File: src/rtl/hwpe_ctrl_ctx_sched_pkg.sv
`default_nettype none
// ============================================================================
// Module   : hwpe_ctrl_ctx_sched_pkg
// Brief    : Shared types and constants for the multi-context job scheduler.
// Revision : 1.0 - initial release
// ============================================================================
package hwpe_ctrl_ctx_sched_pkg;

    // Default number of job contexts held by the control slave register file.
    localparam int REGFILE_N_CONTEXT = 2;

    // Storage width of the owner field; covers up to 256 offloading cores.
    localparam int CTX_OWNER_W = 8;

    // Lifecycle of one job context.
    typedef enum logic [1:0] {
        CTX_FREE     = 2'd0,
        CTX_ACQUIRED = 2'd1,
        CTX_QUEUED   = 2'd2,
        CTX_RUNNING  = 2'd3
    } ctx_state_e;

    // One entry of the context ring.
    typedef struct packed {
        ctx_state_e             state;
        logic [CTX_OWNER_W-1:0] owner;
    } ctx_entry_t;

endpackage
`default_nettype wire

File: src/rtl/hwpe_ctrl_ctx_sched_if.sv
`default_nettype none
// ============================================================================
// Module   : hwpe_ctrl_ctx_sched_if
// Brief    : Register-decode / engine side signals of the context scheduler.
// Revision : 1.0 - initial release
// ============================================================================
interface hwpe_ctrl_ctx_sched_if #(
    parameter int N_CONTEXT = hwpe_ctrl_ctx_sched_pkg::REGFILE_N_CONTEXT,
    parameter int N_CORES   = 16,
    parameter int FIN_CNT_W = 8
);
    localparam int CTX_W  = $clog2(N_CONTEXT);
    localparam int CORE_W = $clog2(N_CORES);

    logic                 clear_i;
    logic                 acq_req_i;
    logic [CORE_W-1:0]    acq_src_i;
    logic                 acq_ok_o;
    logic [CTX_W-1:0]     acq_ctx_o;
    logic                 commit_i;
    logic [CORE_W-1:0]    commit_src_i;
    logic                 commit_err_o;
    logic                 start_o;
    logic [CTX_W-1:0]     start_ctx_o;
    logic                 busy_o;
    logic                 done_i;
    logic [N_CORES-1:0]   evt_o;
    logic [FIN_CNT_W-1:0] finished_cnt_o;
    logic                 finished_clr_i;
    logic [N_CONTEXT-1:0] status_o;
    logic [CTX_W:0]       nb_queued_o;

    // Scheduler side.
    modport slave (
        input  clear_i, acq_req_i, acq_src_i, commit_i, commit_src_i,
               done_i, finished_clr_i,
        output acq_ok_o, acq_ctx_o, commit_err_o, start_o, start_ctx_o,
               busy_o, evt_o, finished_cnt_o, status_o, nb_queued_o
    );

    // Register decode / engine side.
    modport master (
        output clear_i, acq_req_i, acq_src_i, commit_i, commit_src_i,
               done_i, finished_clr_i,
        input  acq_ok_o, acq_ctx_o, commit_err_o, start_o, start_ctx_o,
               busy_o, evt_o, finished_cnt_o, status_o, nb_queued_o
    );

endinterface
`default_nettype wire

File: src/rtl/hwpe_ctrl_ctx_sched_sat_cnt.sv
`default_nettype none
// ============================================================================
// Module   : hwpe_ctrl_ctx_sched_sat_cnt
// Brief    : Saturating up-counter with read-clear; a clear coinciding with
//            an increment restarts the count at one.
// Revision : 1.0 - initial release
// ============================================================================
module hwpe_ctrl_ctx_sched_sat_cnt #(
    parameter int WIDTH = 8
) (
    input  wire logic             clk,
    input  wire logic             rst,
    input  wire logic             i_clr,
    input  wire logic             i_inc,
    output logic      [WIDTH-1:0] o_cnt
);
    localparam logic [WIDTH-1:0] c_max = {WIDTH{1'b1}};

    logic [WIDTH-1:0] r_cnt;

    // Count increments, holding at the maximum; clear drops pending history.
    always_ff @(posedge clk) begin
        if (rst) begin
            r_cnt <= '0;
        end else if (i_clr) begin
            r_cnt <= i_inc ? WIDTH'(1) : '0;
        end else if (i_inc && (r_cnt != c_max)) begin
            r_cnt <= r_cnt + WIDTH'(1);
        end
    end

    assign o_cnt = r_cnt;

endmodule
`default_nettype wire

File: src/rtl/hwpe_ctrl_ctx_sched.sv
`default_nettype none
// ============================================================================
// Module   : hwpe_ctrl_ctx_sched
// Brief    : N-context in-order job scheduler for the HWPE control slave.
//            Contexts form a ring: ptr allocates, head executes.
// Revision : 1.0 - initial release
// ============================================================================
module hwpe_ctrl_ctx_sched
    import hwpe_ctrl_ctx_sched_pkg::*;
#(
    parameter int N_CONTEXT = REGFILE_N_CONTEXT,
    parameter int N_CORES   = 16,
    parameter int FIN_CNT_W = 8
) (
    input  wire logic              clk_i,
    input  wire logic              rst_i,
    hwpe_ctrl_ctx_sched_if.slave   ctrl
);
    localparam int CTX_W  = $clog2(N_CONTEXT);
    localparam int CORE_W = $clog2(N_CORES);

    ctx_entry_t           r_ctx [N_CONTEXT];
    logic [CTX_W-1:0]     r_ptr;
    logic [CTX_W-1:0]     r_head;
    logic                 r_busy;
    logic                 r_start;
    logic                 r_commit_err;
    logic [N_CORES-1:0]   r_evt;

    logic                 w_rst;
    logic                 w_lock;
    ctx_entry_t           w_ptr_ent;
    ctx_entry_t           w_head_ent;
    logic                 w_acq_ok;
    logic                 w_commit_ok;
    logic                 w_dispatch;
    logic                 w_done;
    logic [N_CONTEXT-1:0] w_status;
    logic [CTX_W:0]       w_nb_queued;
    logic [FIN_CNT_W-1:0] w_fin_cnt;

    // Soft clear behaves exactly like the hardware reset.
    assign w_rst      = rst_i | ctrl.clear_i;
    assign w_ptr_ent  = r_ctx[r_ptr];
    assign w_head_ent = r_ctx[r_head];

    // Lock is held while any context sits in ACQUIRED.
    always_comb begin
        w_lock = 1'b0;
        for (int i = 0; i < N_CONTEXT; i++) begin
            if (r_ctx[i].state == CTX_ACQUIRED) begin
                w_lock = 1'b1;
            end
        end
    end

    // All decisions use the registered state only, so same-cycle events
    // never see each other's effect.
    assign w_acq_ok    = ctrl.acq_req_i && !w_lock && (w_ptr_ent.state == CTX_FREE);
    assign w_commit_ok = ctrl.commit_i && (w_ptr_ent.state == CTX_ACQUIRED) &&
                         (w_ptr_ent.owner == CTX_OWNER_W'(ctrl.commit_src_i));
    assign w_dispatch  = !r_busy && (w_head_ent.state == CTX_QUEUED);
    assign w_done      = ctrl.done_i && r_busy;

    // Context ring, pointers and registered pulses.
    always_ff @(posedge clk_i) begin
        if (w_rst) begin
            for (int i = 0; i < N_CONTEXT; i++) begin
                r_ctx[i].state <= CTX_FREE;
                r_ctx[i].owner <= '0;
            end
            r_ptr        <= '0;
            r_head       <= '0;
            r_busy       <= 1'b0;
            r_start      <= 1'b0;
            r_commit_err <= 1'b0;
            r_evt        <= '0;
        end else begin
            // Acquire and commit both target ctx[ptr] but are mutually
            // exclusive (FREE vs ACQUIRED); dispatch and done both target
            // ctx[head] but are exclusive on r_busy.
            if (w_acq_ok) begin
                r_ctx[r_ptr].state <= CTX_ACQUIRED;
                r_ctx[r_ptr].owner <= CTX_OWNER_W'(ctrl.acq_src_i);
            end
            if (w_commit_ok) begin
                r_ctx[r_ptr].state <= CTX_QUEUED;
                r_ptr              <= r_ptr + CTX_W'(1);
            end
            if (w_dispatch) begin
                r_ctx[r_head].state <= CTX_RUNNING;
            end
            if (w_done) begin
                r_ctx[r_head].state <= CTX_FREE;
                r_head              <= r_head + CTX_W'(1);
            end

            if (w_dispatch) begin
                r_busy <= 1'b1;
            end else if (w_done) begin
                r_busy <= 1'b0;
            end

            r_start      <= w_dispatch;
            r_commit_err <= ctrl.commit_i && !w_commit_ok;
            for (int i = 0; i < N_CORES; i++) begin
                r_evt[i] <= w_done && (w_head_ent.owner == CTX_OWNER_W'(i));
            end
        end
    end

    // Occupancy summary derived purely from the registered ring.
    always_comb begin
        w_status    = '0;
        w_nb_queued = '0;
        for (int i = 0; i < N_CONTEXT; i++) begin
            w_status[i] = (r_ctx[i].state != CTX_FREE);
            if (r_ctx[i].state == CTX_QUEUED) begin
                w_nb_queued = w_nb_queued + (CTX_W+1)'(1);
            end
        end
    end

    hwpe_ctrl_ctx_sched_sat_cnt #(
        .WIDTH (FIN_CNT_W)
    ) u_fin_cnt (
        .clk   (clk_i),
        .rst   (w_rst),
        .i_clr (ctrl.finished_clr_i),
        .i_inc (w_done),
        .o_cnt (w_fin_cnt)
    );

    assign ctrl.acq_ok_o       = w_acq_ok;
    assign ctrl.acq_ctx_o      = r_ptr;
    assign ctrl.commit_err_o   = r_commit_err;
    assign ctrl.start_o        = r_start;
    assign ctrl.start_ctx_o    = r_head;
    assign ctrl.busy_o         = r_busy;
    assign ctrl.evt_o          = r_evt;
    assign ctrl.finished_cnt_o = w_fin_cnt;
    assign ctrl.status_o       = w_status;
    assign ctrl.nb_queued_o    = w_nb_queued;

endmodule
`default_nettype wire

File: src/flat_wrapper.sv
// flat-port wrapper written by rule: the top's interface ports become plain ports
module hwpe_ctrl_ctx_sched_flat import hwpe_ctrl_ctx_sched_pkg::*;
#(
    parameter int N_CONTEXT = REGFILE_N_CONTEXT,
    parameter int N_CORES   = 16,
    parameter int FIN_CNT_W = 8
)
  (clk_i, rst_i, ctrl_clear_i, ctrl_acq_req_i, ctrl_acq_src_i, ctrl_commit_i, ctrl_commit_src_i, ctrl_done_i, ctrl_finished_clr_i, ctrl_acq_ok_o, ctrl_acq_ctx_o, ctrl_commit_err_o, ctrl_start_o, ctrl_start_ctx_o, ctrl_busy_o, ctrl_evt_o, ctrl_finished_cnt_o, ctrl_status_o, ctrl_nb_queued_o);
  hwpe_ctrl_ctx_sched_if #(.N_CONTEXT(N_CONTEXT), .N_CORES(N_CORES), .FIN_CNT_W(FIN_CNT_W)) ctrl_i ();
  input  wire logic clk_i;
  input  wire logic rst_i;
  input wire logic [$bits(ctrl_i.clear_i)-1:0] ctrl_clear_i;
  input wire logic [$bits(ctrl_i.acq_req_i)-1:0] ctrl_acq_req_i;
  input wire logic [$bits(ctrl_i.acq_src_i)-1:0] ctrl_acq_src_i;
  input wire logic [$bits(ctrl_i.commit_i)-1:0] ctrl_commit_i;
  input wire logic [$bits(ctrl_i.commit_src_i)-1:0] ctrl_commit_src_i;
  input wire logic [$bits(ctrl_i.done_i)-1:0] ctrl_done_i;
  input wire logic [$bits(ctrl_i.finished_clr_i)-1:0] ctrl_finished_clr_i;
  output wire logic [$bits(ctrl_i.acq_ok_o)-1:0] ctrl_acq_ok_o;
  output wire logic [$bits(ctrl_i.acq_ctx_o)-1:0] ctrl_acq_ctx_o;
  output wire logic [$bits(ctrl_i.commit_err_o)-1:0] ctrl_commit_err_o;
  output wire logic [$bits(ctrl_i.start_o)-1:0] ctrl_start_o;
  output wire logic [$bits(ctrl_i.start_ctx_o)-1:0] ctrl_start_ctx_o;
  output wire logic [$bits(ctrl_i.busy_o)-1:0] ctrl_busy_o;
  output wire logic [$bits(ctrl_i.evt_o)-1:0] ctrl_evt_o;
  output wire logic [$bits(ctrl_i.finished_cnt_o)-1:0] ctrl_finished_cnt_o;
  output wire logic [$bits(ctrl_i.status_o)-1:0] ctrl_status_o;
  output wire logic [$bits(ctrl_i.nb_queued_o)-1:0] ctrl_nb_queued_o;
  assign ctrl_i.clear_i = ctrl_clear_i;
  assign ctrl_i.acq_req_i = ctrl_acq_req_i;
  assign ctrl_i.acq_src_i = ctrl_acq_src_i;
  assign ctrl_i.commit_i = ctrl_commit_i;
  assign ctrl_i.commit_src_i = ctrl_commit_src_i;
  assign ctrl_i.done_i = ctrl_done_i;
  assign ctrl_i.finished_clr_i = ctrl_finished_clr_i;
  assign ctrl_acq_ok_o = ctrl_i.acq_ok_o;
  assign ctrl_acq_ctx_o = ctrl_i.acq_ctx_o;
  assign ctrl_commit_err_o = ctrl_i.commit_err_o;
  assign ctrl_start_o = ctrl_i.start_o;
  assign ctrl_start_ctx_o = ctrl_i.start_ctx_o;
  assign ctrl_busy_o = ctrl_i.busy_o;
  assign ctrl_evt_o = ctrl_i.evt_o;
  assign ctrl_finished_cnt_o = ctrl_i.finished_cnt_o;
  assign ctrl_status_o = ctrl_i.status_o;
  assign ctrl_nb_queued_o = ctrl_i.nb_queued_o;
  hwpe_ctrl_ctx_sched #(.N_CONTEXT(N_CONTEXT), .N_CORES(N_CORES), .FIN_CNT_W(FIN_CNT_W)) u_core (.clk_i(clk_i), .rst_i(rst_i), .ctrl(ctrl_i));
endmodule
File: config.mk
export PLATFORM = sky130hd
export DESIGN_NAME = hwpe_ctrl_ctx_sched_flat
export DESIGN_NICKNAME = d
export VERILOG_FILES = /design/src/rtl/hwpe_ctrl_ctx_sched_pkg.sv /design/src/rtl/hwpe_ctrl_ctx_sched_if.sv /design/src/rtl/hwpe_ctrl_ctx_sched_sat_cnt.sv /design/src/rtl/hwpe_ctrl_ctx_sched.sv /design/src/flat_wrapper.sv
export SDC_FILE = /design/constraint.sdc
export NUM_CORES = 1
export LEC_CHECK = 0
export CORE_ASPECT_RATIO = 1.1
export CORE_MARGIN = 2
export CORE_UTILIZATION = 43
export DETAILED_ROUTE_END_ITERATION = 16
export PLACE_DENSITY = 0.73
export SYNTH_ARGS = -nofsm -noshare
export SYNTH_HDL_FRONTEND = slang
export SYNTH_SLANG_ARGS = --single-unit
File: constraint.sdc
create_clock -name clk_i -period 1.7 [get_ports clk_i]
set_input_delay 0.17 -clock clk_i [delete_from_list [all_inputs] [get_ports clk_i]]
set_output_delay 0.17 -clock clk_i [all_outputs]
set_load 0.02 [all_outputs]
* Word-level counts from Yosys, hierarchy flattened
Memory sizes are Yosys's and may differ from the RTL's. A register that Yosys moved wholly into a read port is not among the register bits.
Cells that the tools add are included.
** Operators by class
- $add $sub $neg :: 4
- Eq/ne operators :: 23
- Muxes and demuxes :: 35
- Bitwise gates (word level) :: 3
- Reduce and logical (&&, ||, !) cells :: 35
** Operator list (number)
- $eq A8 B4 Y1 const B :: 8
- $eq A8 B3 Y1 const B :: 4
- $mux W1 :: 26
- $logic_and A1 B1 Y1 :: 24
- $eq A8 B2 Y1 const B :: 2
- $mux W8 :: 2
- $mux W6 :: 2
- $reduce_or A6 Y1 :: 2
- $mux W2 :: 5
- $add A8 B1 Y8 const B :: 1
- $eq A8 B1 Y1 const B :: 1
- $eq A8 B4 Y1 :: 1
- $logic_not A8 Y1 :: 1
- $ne A8 B8 Y1 const B :: 1
- $reduce_bool A2 Y1 :: 4
- $eq A2 B1 Y1 const B :: 3
- $eq A2 B2 Y1 const B :: 3
- $logic_not A1 Y1 :: 3
- $or A1 B1 Y1 :: 3
- $add A1 B1 Y1 const B :: 2
- $add A1 B1 Y2 const B :: 1
- $logic_not A2 Y1 :: 1
** Storage, ports and cells
- Flip-flop bits (word level) :: 29
- Bits in writable memories :: 12
- Input port bits :: 15
- Output and inout bits :: 34
- Memories kept :: 1
** Memories
- u_core.r_ctx :: words 2, width 6, rd ports 4, clocked after memory_dff 2, write ports 2, RTL line hwpe_ctrl_ctx_sched.sv:22 : ctx_entry_t r_ctx [N_CONTEXT];

* Depth between registers and ports, before layout
Gate-level depths: netlist (run 1).
An unclocked memory read counts as a cell.
- Depth in word-level cells :: 13
- Depth in mapped cells :: 6
- Depth with buffers taken out :: 6

* Modules after synthesis
From an unflattened synthesis (run 1), not the netlist that was laid out.
** Unflattened totals
- Cells, all modules :: 211
- Area total of the unflattened synthesis :: 1969.4 um^2
** Modules (own cells, without submodules)
- hwpe_ctrl_ctx_sched :: instances 1, cells each 158, area each 1525.2 um^2, seq. area each 820.8 um^2
- hwpe_ctrl_ctx_sched_sat_cnt :: instances 1, cells each 53, area each 444.2 um^2, seq. area each 160.2 um^2

* Least setup slack after synthesis (run 1)
OpenSTA, ideal clock, no wires.
- Path type :: reg2reg
- From :: register (tool-made name)
- To :: memory u_core.r_ctx[0][4] in the netlist's numbering (enable)
- Library setup time :: 0.327 ns
- Data arrival time :: 1.481 ns
- Slack :: -0.108 ns
- Cell stages (with the launch flop) :: 7
- Buffers on the path :: 1
- Clock period less this slack :: 1.808 ns
- Cells stage by stage :: dfxtp_1 -> buf_6 -> mux2i_1 -> nand4_1 -> o21ai_0 -> nor2_1 -> o21ai_0
** RTL lines (RTL line)
- end, declared :: hwpe_ctrl_ctx_sched.sv:22

==> results of run 1 <==
[placed cells by master, fill, tap and decap left out, drive strengths merged]
cell	n
a211oi	1
a21oi	9
a22oi	1
a31oi	1
a32oi	1
and2	3
and3	6
and3b	2
buf	24
clkbuf	9
clkdlybuf4s15	1
clkdlybuf4s50	43
dfxtp	31
dlygate4sd2	3
edfxtp	12
ha	2
inv	6
mux2	2
mux2i	7
nand2	15
nand2b	2
nand3	7
nand3b	1
nand4	3
nor2	37
nor2b	3
nor3	7
nor3b	4
o211ai	1
o21ai	11
o311ai	1
o32a	1
o41ai	1
or2	3
or3	2
xnor2	7
xor2	3
[power by group]
part	leakage, nW	switching [mW]	internal [mW]
Sequential	0.386	0.0225	1.08
Clock	0.0539	0.347	0.380
Combinational	0.613	0.140	0.141
[sequential cells by signal (all words and copies together), names as in the netlist, named ones only]
register	cells
u_core.ctrl.commit_err_o	1
u_core.ctrl.start_o	1
u_core.ctrl.start_ctx_o	1
u_core.ctrl.evt_o	16
u_core.ctrl.acq_ctx_o	1
u_core.r_ctx	12
u_core.ctrl.busy_o	1
u_core.u_fin_cnt.o_cnt	8
[synth_stat cells, types with 2 or more instances]
cell type and instances:
or2_2 3, or3_1 2, ha_1 2, and2_1 3
o21ai_0 10, edfxtp_1 12, nor2_1 36, and3b_1 2
nand2_1 15, nand3_1 6, nor3b_1 4, nor2b_1 3
a21oi_1 9, nand4_1 3, xor2_1 2, clkbuf_1 3
mux2_1 2, inv_1 5, and3_1 4, nor3_1 6
xnor2_1 7, dfxtp_1 31, mux2i_1 7, nand2b_1 2
[through the flow]
step	setup slack [ps]	setup TNS [ps]
final	18.1	0
after global routing	-57.8	-325
after CTS	10.5	0
after detailed placement	-119	-906
after global placement	-87.0	-348
after floorplan	2.09	0
[worst reg2reg max path, delay by kind of cell, from the launching register on]
family	cells	cell delay (ps)
and+or+nand+nor	2	330
AOI/OAI and AO/OA	1	220
DFF	1	400
muxes	1	220
xor gates and xnor gates	1	160
buffers and inverters	1	160
[cells by family after synthesis]
group	Yosys count	synth area share
buffers and inverters	11	0.0263
AO/OA/AOI/OAI	28	0.0909
XOR/XNOR	10	0.0500
flip-flops	43	0.516
AND/OR/NAND/NOR	95	0.255
adder cells (fa/ha/maj)	2	0.0132
multiplexers	9	0.0487
[how the worst min path moves through the flow]
stage | to | slack, ps | cells after the start
after CTS | u_core.r_ctx[1][3] | 550 | 3
after global placement | u_core.ctrl.start_o | 530 | 1
after detailed placement | u_core.ctrl.start_o | 530 | 1
after floorplan | u_core.ctrl.commit_err_o | 340 | 1
final | u_core.r_ctx[1][3] | 560 | 3
after global routing | u_core.r_ctx[1][3] | 560 | 3
[final cells by class]
class	count	area, um2
clock buffer	7	97.6
fill	358	1510
inverter	5	18.8
timing repair buffer	73	693
tap	54	67.6
sequential	43	985
clock inverter	1	6.26
multi-input combinational	144	910
[layer usage]
metal	vias to the layer above	part of all wire	track usage
li1	834	-	-
met3	7	0.041	0.0352
met2	38	0.52	0.347
met4	0	0.019	0.0816
met5	-	0	0
met1	745	0.42	0.208
[what timing repair did]
action | 4_1_cts | 5_1_grt
setup endpoints to repair | 19 | 14
pin swaps | 0 | 2
resized for setup | 10 | 13
cloned | 0 | 1
hold buffers | 0 | 0
buffers inserted | 0 | 1
==> reports/results.txt, run 1 <==
DRT iter0 DRCs -> 61
CTS tree -> built
Root Buffer -> clkbuf_8
Area added between synthesis and finish -> 46.1%
Total CTS buffers -> 5
Core area -> 4290 um2
Vias -> 1624
CTS clock-pin slew for the worst setup and hold paths -> 80 ps
Worst slew margin -> 0.593
Post-DP HPWL -> 3280 um
Post-route minimum period -> 1680 ps
Max incr delay on CP -> 400 ps
Final wirelength -> 4440 um
Number of buffers and inverters on the critical path -> 1
CTS Buffer Depth -> 2
CTS Sinks -> 43
Power Total -> 2.11 mW
Critical R2R Capture -> u_core.r_ctx[0][5]
Synth Warn # -> 0
Share of the synthesized area in the top cell type -> 0.327
Worst setup path endpoint -> u_core.r_ctx[0][5]
RSZ-0062 raised after global routing -> yes
Finish-stage setup viols -> 0
EDFF count, synth -> 12
Htree depth -> 2
Critical Path RT -> 1800 ps
Fraction of layout cells with a size suffix above 1 -> 0.194
Clk_lat worst skew -> 300 ps
Cell variety after synth -> 43
Outcome -> finished clean
Final Non-Filler Cells -> 327
Top-level I/O count -> 49
Seq/Total Area, Yosys -> 0.516
Setup crit end kind -> flip-flop
Worst-margin pin slew -> 604 ps
Vias in the first global route -> 1587
Initial Util -> 0.444
Die footprint -> 4970 um2
Slowest-stage cell, CP -> dfxtp_4
Post-DP Area -> 2600 um2
Fin crit share -> 0.989
Mean post-synth cell area -> 9.60 um2
Critical path type -> reg2reg
Die width -> 67.4 um
Top post-synthesis cells by area -> dfxtp_1, edfxtp_1, nor2_1, mux2i_1, xnor2_1
R2R depth -> 6
Max Transition Viols Final -> 0
Hold Fails Final Rpt -> 0
R2R setup slack -> 20 ps
CP top delay family -> flip-flops
DR DRC count -> 0
Total GRT Usage -> 0.188
Levels on crit path -> 6
Post-Syn Instances -> 198
Critical path arrival -> 1780 ps
Fmax -> 0.595 GHz
Post-DR wirelength/cell -> 13.6 um
Most common flop cell mapped by yosys -> dfxtp_1
Startpoint type of the worst setup path -> flip-flop
Ant diodes -> 0
GPL Wtd Cong -> 0.836
Syn_nets -> 215
Worst-path maximum fanout -> 6
Leakage -> 1.05 nW
Utilization after layout -> 0.648
Yosys top cell by area -> dfxtp_1
Number of register bits inferred by synthesis -> 43
Maximum vdd ir drop -> 0.000373 V
Antenna Nets Post-Route -> 0
Drt pass-1 iters -> 4
Global-route wire length before repair -> 6890 um
FFs w/ async S/R, synth -> 0
# nets final -> 289
Gr ovfl total -> 0
Die H -> 73.7 um
Worst hold path startpoint -> ctrl_acq_src_i[3]
Hold WS -> 556 ps
Rows -> 25
Mapped cell area -> 1900 um2
Worst min-delay path class -> in2reg
Port Buffers -> 48
Placed instance count -> 317
CP Cell Sequence -> mux2i_2 -> xor2_1 -> and3_4 -> nand3_4 -> buf_12 -> o41ai_2
Post-layout instance area -> 2780 um2
Largest net degree at the start of global routing -> 19
Antenna violations before repair -> 0
Maxcap violations -> 0
Clock skew -> 6.37 ps
PD cells -> 759 nW/um2
Vias/cell -> 4.97
(Power assumes the default switching activity.)
==> inputs of run 2 (changes only) <==
--- a/config.mk
+++ b/config.mk
@@ -5,11 +5,11 @@
 export SDC_FILE = /design/constraint.sdc
 export NUM_CORES = 1
 export LEC_CHECK = 0
-export CORE_ASPECT_RATIO = 1.1
+export CORE_ASPECT_RATIO = 1.5
 export CORE_MARGIN = 2
-export CORE_UTILIZATION = 43
+export CORE_UTILIZATION = 48
 export DETAILED_ROUTE_END_ITERATION = 16
-export PLACE_DENSITY = 0.73
+export PLACE_DENSITY = 0.77
 export SYNTH_ARGS = -nofsm -noshare
 export SYNTH_HDL_FRONTEND = slang
 export SYNTH_SLANG_ARGS = --single-unit
==> constraint.sdc (replaced) <==
create_clock -name clk_i -period 1.9 [get_ports clk_i]
set_input_delay 0.19 -clock clk_i [delete_from_list [all_inputs] [get_ports clk_i]]
set_output_delay 0.19 -clock clk_i [all_outputs]
set_load 0.01 [all_outputs]
==> run 2 against run 1 <==
Compared with the run above: die area fell by 9.6%; total power down 11%; hold slack worse by 17 ps; cell area down 6.8%; sequential cell count is the same; critical endpoint is now ctrl_nb_queued_o[1]; core utilization grew 1.8 points; clock skew grew 1.8 ps.
==> reports/results.txt, run 2 (synthesis results as in run 1) <==
Outcome -> finished clean
Die footprint -> 4490 um2
Area added between synthesis and finish -> 36.2%
Largest net degree at the start of global routing -> 18
Rows -> 28
Gr ovfl total -> 0
Max incr delay on CP -> 530 ps
Leakage -> 0.951 nW
DRT iter0 DRCs -> 52
Clk_lat worst skew -> 290 ps
RSZ-0062 raised after global routing -> no
CTS Sinks -> 43
Total CTS buffers -> 5
Core area -> 3890 um2
GPL Wtd Cong -> 0.801
CTS tree -> built
Post-DP Area -> 2470 um2
Worst-path maximum fanout -> 3
Pre-CTS setup slack -> 38.5 ps
PD cells -> 727 nW/um2
Fraction of layout cells with a size suffix above 1 -> 0.113
Worst min-delay path class -> reg2reg
Ant diodes -> 0
Finish-stage setup viols -> 0
Total GRT Usage -> 0.196
Port Buffers -> 48
Root Buffer -> clkbuf_8
Max FFs per register -> 16
Setup_tns -> 0 ps
Fmax -> 0.566 GHz
Vias -> 1634
Antenna Nets Post-Route -> 0
Die H -> 81.1 um
CTS clock-pin slew for the worst setup and hold paths -> 80 ps
Post-DP HPWL -> 3190 um
# nets final -> 273
Htree depth -> 2
DR DRC count -> 0
Most common cell after layout, fill and taps aside -> clkdlybuf4s50_1
Critical path arrival -> 1580 ps
Number of buffers and inverters on the critical path -> 1
Critical Path RT -> 1710 ps
CP Cell Sequence -> nor2b_2 -> ha_1 -> clkdlybuf4s50_1
Top-level I/O count -> 49
Global-route wire length before repair -> 6800 um
Maximum vdd ir drop -> 0.000588 V
Final wirelength -> 4180 um
Post-layout instance area -> 2590 um2
Critical path type -> reg2out
Post-route minimum period -> 1770 ps
Hold WS -> 539 ps
Die width -> 55.4 um
Worst-margin pin slew -> 505 ps
Fin crit share -> 0.930
Startpoint type of the worst setup path -> flip-flop
Post-DR wirelength/cell -> 13.8 um
Drt pass-1 iters -> 4
Worst slew margin -> 0.661
Hold Buf Count CTS -> 0
Setup WS post-layout -> 132 ps
Setup crit end kind -> primary output
CTS Buffer Depth -> 2
Power Total -> 1.88 mW
CP top delay family -> buffers and inverters
Vias/cell -> 5.41
Commonest cells after routing, fill and taps aside -> clkdlybuf4s50_1, nor2_1, dfxtp_1
Maxcap violations -> 0
Max Transition Viols Final -> 0
Antenna violations before repair -> 0
Hold Fails Final Rpt -> 0
Initial Util -> 0.489
Slowest-stage cell, CP -> clkdlybuf4s50_1
Clock skew -> 8.14 ps
Vias in the first global route -> 1495
[run 2: cell types whose count changed in the layout (fill, tap and decap cells not counted), sizes merged]
| cell | delta |
|---|---|
| clkdlybuf4s15 | -1 |
| dlygate4sd2 | -2 |
| clkinv | +2 |
| clkdlybuf4s50 | +3 |
| inv | -1 |
| dlymetal6s2s | +1 |
| clkbuf | -4 |
| bufinv | +1 |
| buf | -15 |
[run 2: metal layers]
metal	track usage	vias up	part of all wire
li1	-	802	-
met3	0.0430	7	0.046
met2	0.401	54	0.57
met4	0.0805	0	0.015
met5	0	-	0
met1	0.185	771	0.36
[run 2: worst register-to-register path, cell delays in order, from the launching register on]
cell,delay [ps]
edfxtp_1,470
mux2i_1,190
xor2_1,170
and3_4,220
nand3_4,120
o21ai_1,220
[run 2: path summary, 6_finish.rpt]
check / startpoint / to / slack [ps] / cells after the start
setup / recovery: u_core.r_ctx[1][4] / ctrl_nb_queued_o[1] / 130 / 3
hold / removal: u_core.ctrl.busy_o / u_core.ctrl.start_o / 540 / 1
setup reg to reg: u_core.r_ctx[0][2] / u_core.r_ctx[0][4] / 230 / 5
hold reg to reg: u_core.ctrl.busy_o / u_core.ctrl.start_o / 540 / 1
[run 2: power breakdown]
part / internal [mW] / switching [mW]
combinational: 0.108 / 0.102
clock: 0.385 / 0.300
sequential: 0.964 / 0.0256
[run 2: through the flow]
| step | cells | util |
|---|---|---|
| 3_5_place_dp | 293 | 0.634 |
| 4_1_cts | 302 | 0.664 |
| 5_1_grt | 302 | 0.666 |
| 2_1_floorplan | 198 | - |
| 6_report | 302 | 0.666 |
| 3_3_place_gp | 293 | 0.634 |
[run 2: final cells by class]
cell class,count,area (um2)
Clock buffer,5,68.8
Sequential cell,43,985
Fill cell,316,1300
Clock inverter,3,38.8
Multi-Input combinational cell,144,872
Timing Repair Buffer,57,549
Tap cell,45,56.3
Inverter,5,18.8
[run 2: what timing repair did]
item	in CTS	in global routing
gates resized for setup	4	4
setup buffers	1	0
pin swaps	1	0
endpoints found under the setup margin	1	6
hold endpoints to repair	0	0
